===== src/rtl/mc_sequencer.sv =====
// rtl/mc_sequencer.sv - per-block motion-compensation sequencer: MV capture, latency wait, residual handshake.
// Optional MV saturation into the reference window is enabled by defining MC_SEQ_MV_CLAMP_EN.
module mc_sequencer #(
  parameter int MB_SIZE        = 4,
  parameter int REF_FRAME_SIZE = 8,
  parameter int NUM_BLOCKS     = 16,
  parameter int LATENCY        = 2
) (
  input  logic                          clk,
  input  logic                          reset,
  input  logic                          start,
  input  logic                          mv_valid,
  output logic                          mv_ready,
  input  logic [5:0]                    mv_x_in,
  input  logic [5:0]                    mv_y_in,
  output logic [5:0]                    mc_mv_x,
  output logic [5:0]                    mc_mv_y,
  output logic                          res_valid,
  input  logic                          res_ready,
  output logic [$clog2(NUM_BLOCKS)-1:0] res_blk_idx,
  output logic                          busy,
  output logic                          done,
  output logic                          mv_clamped
);

  localparam int IDX_W = $clog2(NUM_BLOCKS);
  localparam int LAT_W = (LATENCY > 1) ? $clog2(LATENCY) : 1;
  localparam logic [IDX_W-1:0] LAST_BLK = IDX_W'(NUM_BLOCKS - 1);
  localparam logic [LAT_W-1:0] LAT_LAST = LAT_W'(LATENCY - 1);

  if (REF_FRAME_SIZE < MB_SIZE || LATENCY < 1) begin : g_bad_cfg
    $error("mc_sequencer: reference window smaller than block, or zero latency");
  end

  typedef enum logic [2:0] {IDLE, WAIT_MV, RUN, OUT, DONE} state_t;

  state_t           state, next_state;
  logic [IDX_W-1:0] blk_cnt;
  logic [LAT_W-1:0] lat_cnt;
  logic [5:0]       cap_x, cap_y;
  logic             mv_hs;

  assign mv_hs       = mv_ready && mv_valid;
  assign res_blk_idx = blk_cnt;

`ifdef MC_SEQ_MV_CLAMP_EN
  localparam logic [5:0] MV_MAX = 6'(REF_FRAME_SIZE - MB_SIZE);
  logic cap_clamped;

  always_comb begin
    cap_x       = (mv_x_in > MV_MAX) ? MV_MAX : mv_x_in;
    cap_y       = (mv_y_in > MV_MAX) ? MV_MAX : mv_y_in;
    cap_clamped = (mv_x_in > MV_MAX) || (mv_y_in > MV_MAX);
  end

  // Pulse lands in the cycle after the handshake, alongside the new mc_mv.
  always_ff @(posedge clk or posedge reset) begin
    if (reset) mv_clamped <= 1'b0;
    else       mv_clamped <= mv_hs && cap_clamped;
  end
`else
  assign cap_x      = mv_x_in;
  assign cap_y      = mv_y_in;
  assign mv_clamped = 1'b0;
`endif

  always_ff @(posedge clk or posedge reset) begin
    if (reset) state <= IDLE;
    else       state <= next_state;
  end

  always_comb begin
    next_state = state;
    mv_ready   = 1'b0;
    res_valid  = 1'b0;
    done       = 1'b0;
    busy       = (state != IDLE);
    case (state)
      IDLE:    if (start) next_state = WAIT_MV;
      WAIT_MV: begin
        mv_ready = 1'b1;
        if (mv_valid) next_state = RUN;
      end
      RUN:     if (lat_cnt == LAT_LAST) next_state = OUT;
      OUT: begin
        res_valid = 1'b1;
        if (res_ready) next_state = (blk_cnt == LAST_BLK) ? DONE : WAIT_MV;
      end
      DONE: begin
        done       = 1'b1;
        next_state = IDLE;
      end
      default: next_state = IDLE;
    endcase
  end

  always_ff @(posedge clk or posedge reset) begin
    if (reset) begin
      blk_cnt <= '0;
      lat_cnt <= '0;
      mc_mv_x <= '0;
      mc_mv_y <= '0;
    end else begin
      if (state == IDLE && start) blk_cnt <= '0;
      if (state == OUT && res_ready && blk_cnt != LAST_BLK) blk_cnt <= blk_cnt + 1'b1;
      if (mv_hs) begin
        mc_mv_x <= cap_x;
        mc_mv_y <= cap_y;
        lat_cnt <= '0;
      end else if (state == RUN) begin
        lat_cnt <= lat_cnt + 1'b1;
      end
    end
  end

endmodule


===== config.mk =====
export PLATFORM = sky130hd
export DESIGN_NAME = mc_sequencer
export DESIGN_NICKNAME = d
export VERILOG_FILES = /design/src/rtl/mc_sequencer.sv
export SDC_FILE = /design/constraint.sdc
export NUM_CORES = 1
export LEC_CHECK = 0
export BUFFER_PORTS_ARGS = -buffer_cell sky130_fd_sc_hd__buf_2
export CAP_MARGIN = 20
export CORE_UTILIZATION = 43
export DETAILED_ROUTE_END_ITERATION = 10
export GPL_ROUTABILITY_DRIVEN = 0
export PLACE_DENSITY = 0.74
export SYNTH_ARGS = -nofsm -noshare
export SYNTH_HDL_FRONTEND = slang
export SYNTH_SLANG_ARGS = --single-unit

===== constraint.sdc =====
create_clock -name clk -period 1.4 [get_ports clk]
set_clock_uncertainty 0.15 [all_clocks]
set_input_delay 0.28 -clock clk [delete_from_list [all_inputs] [get_ports clk]]
set_output_delay 0.28 -clock clk [all_outputs]
set_load 0.03 [all_outputs]

==> run metrics <==
cell class contributing the biggest share of worst-path delay=flip-flops; ys async rst share=100%; Pwr per Cell Area=2410 nW/µm²; kind of critical path=register to output port; fin crit share=125%; LEAKAGE=0.818 nW; share of cells above drive strength 1=72.8%; number of synthesized flops with an enable pin=0; Post-DP HPWL=1540 µm; post-synth top area share=50.1%; Initial Utilization=45.6%; Worst EP required=970 ps; Final WS setup=-343 ps; Final Util=77.6%; htree depth=1; Yosys warnings=0; Final Max Slew Viols=0; RSZ-0062 raised after global routing=yes; Startpoint Class=register; vias per cell=5.29; final antenna-violating net count=0; Clock Tree Root=clkbuf_4; sequential-to-total area share from yosys stat=50.1%; failing checks=negative setup slack; register area=509 µm²; fmax=574 MHz; largest area contributor in the netlist=dfrtp_1; Residual DRC=0; synthesis-to-finish area growth=70.0%; VDD IR-drop max=1.43 mV; Post-Syn Area=1000 µm²; cell area after layout=1700 µm²; Ant. Diodes=0; Max Cap Viol=0; CP max stage cell=dfrtp_2; Die X=50.2 µm; Syn Inst Count=80; Fillers=126; Hold Crit Class=primary input to register; CTS tree=built; crit path max fanout=3; routed wire length=2790 µm; gr usage total=22.3%; Crit path arrival time=1310 ps; IO Port Bufs=36; initial antenna violation count=0; Distinct cells, synth=29; Rows=17; Std-Cell Core Area=2190 µm²; routed vias=926; post-layout min period=1740 ps; CP peak stage delay=450 ps; synth top area cells=dfrtp_1 (50%), mux2_4 (15%), o211ai_1 (3.0%), nand4b_4 (2.4%), mux2_2 (2.3%); Die Y=50.2 µm; count of final setup violators=25; CTS Buf Count=3; CP cell instances=or3_4, buf_6; syn_area_per_cell=12.5 µm²; DRT iter0 DRCs=16; area of the multi-input gates=549 µm²; total grt overflow=0; number of global-route vias before repair=873; largest net degree at the start of global routing=13; DIE AREA=2520 µm²; Worst Path Buf+Inv=1; I/O pin total=38; status=finished, violations left; clock latency on the worst-skew pair=320 ps; wire length per cell=16.0 µm; syn_nets=98; Post-DP Area=1350 µm²; Hold Vio Cnt, Final=0; CTS clk-pin slew, worst paths=120 ps; Synth Flop Type=dfrtp_1; DP Worst Slack=-153 ps; drt first pass iters=4; global-route wire length before repair=4070 µm; Nets=166; deepest clock path buffer count=2; total clock sinks=20; CP Capture Type=output port; Seq cells post-synth=20
==> registers in the layout, summed over array words and instances, names as in the netlist <==
name         cells
mc_mv_y          6
mc_mv_x          6
lat_cnt          1
state            3
res_blk_idx      4
==> cells by family after synthesis <==
group / count (synthesis) / share of synthesized area [%]
buffers and inverters: 8 / 4.51
AOI/OAI and AO/OA: 13 / 8.76
adders and majority gates: 1 / 1.25
DFF: 20 / 50.1
other: 1 / 0.375
and+or+nand+nor: 25 / 17.8
muxes: 12 / 17.3
==> cell usage after synthesis (2+ instances only) <==
library cell,n
dfrtp_1,20
mux2_4,10
a21oi_1,4
nand3_1,4
o211ai_1,4
buf_2,3
inv_1,3
nand2_1,3
nor2_1,3
nor3b_1,3
mux2_2,2
nand3b_1,2
o31ai_1,2
or3_1,2
==> layout make-up <==
class | count | share of cell area, %
well taps | 28 | 2.06
clock inverters | 1 | 1.77
multi-input cells | 52 | 32.3
clock buffers | 3 | 1.33
repair buffers | 68 | 31.9
inverters | 3 | 0.663
flip-flops and latches | 20 | 30.0
==> report_power, final <==
group / leakage (nW) / internal (W) / switching, W
Sequential: 0.235 / 0.000852 / 0.000176
Clock: 0.0279 / 0.000290 / 0.000194
Combinational: 0.556 / 0.00129 / 0.00129
==> metrics by stage <==
stage / cells / total power, W / hold slack [ps] / setup TNS [ps]
after floorplan: 80 / 0.00240 / 93.6 / -235
after global placement: 154 / 0.00290 / 118 / -1010
after detailed placement: 154 / 0.00294 / 126 / -1560
after CTS: 174 / 0.00389 / 41.8 / -4980
after global routing: 175 / 0.00430 / 25.2 / -7420
final: 175 / 0.00410 / 40.3 / -6210
==> final timing paths <==
| check | startpoint | endpoint | slack, ps | cells after the start |
|---|---|---|---|---|
| max | state[0] | busy | -340 | 2 |
| min | mv_y_in[3] | mc_mv_y[3] | 40 | 2 |
| max reg2reg | state[0] | res_blk_idx[3] | -330 | 5 |
| min reg2reg | mc_mv_y[2] | mc_mv_y[2] | 370 | 1 |
| max in group asynchronous | reset | mc_mv_x[0] | 310 | 4 |
| min in group asynchronous | reset | res_blk_idx[0] | 330 | 3 |
==> per-layer routing <==
metal	part of all wire [%]	track usage, %
met1	43	29.3
met2	51	34.0
met3	4.1	5.76
met4	1.9	10.5
met5	0	0
==> cell usage in the layout, fill, tap and decap left out, drive strengths merged, types with 3 or more instances in the layout <==
cell type  count
nor2           3
a21oi          4
nand3          4
o211ai         4
mux2          12
buf           67
clkbuf         3
nand2          4
dfrtp         20
nor3b          3
inv            3
==> what timing repair did <==
| action | in CTS | in global routing |
|---|---|---|
| setup endpoints to repair | 24 | 26 |
| endpoints found under the hold margin | 8 | 0 |
| pin swaps | 7 | 4 |
| setup buffers | 14 | 1 |
| gates cloned | 1 | 0 |
| hold buffers | 1 | 0 |
| gates resized for setup | 27 | 14 |
Note: power is estimated with default switching activity, not from simulation.
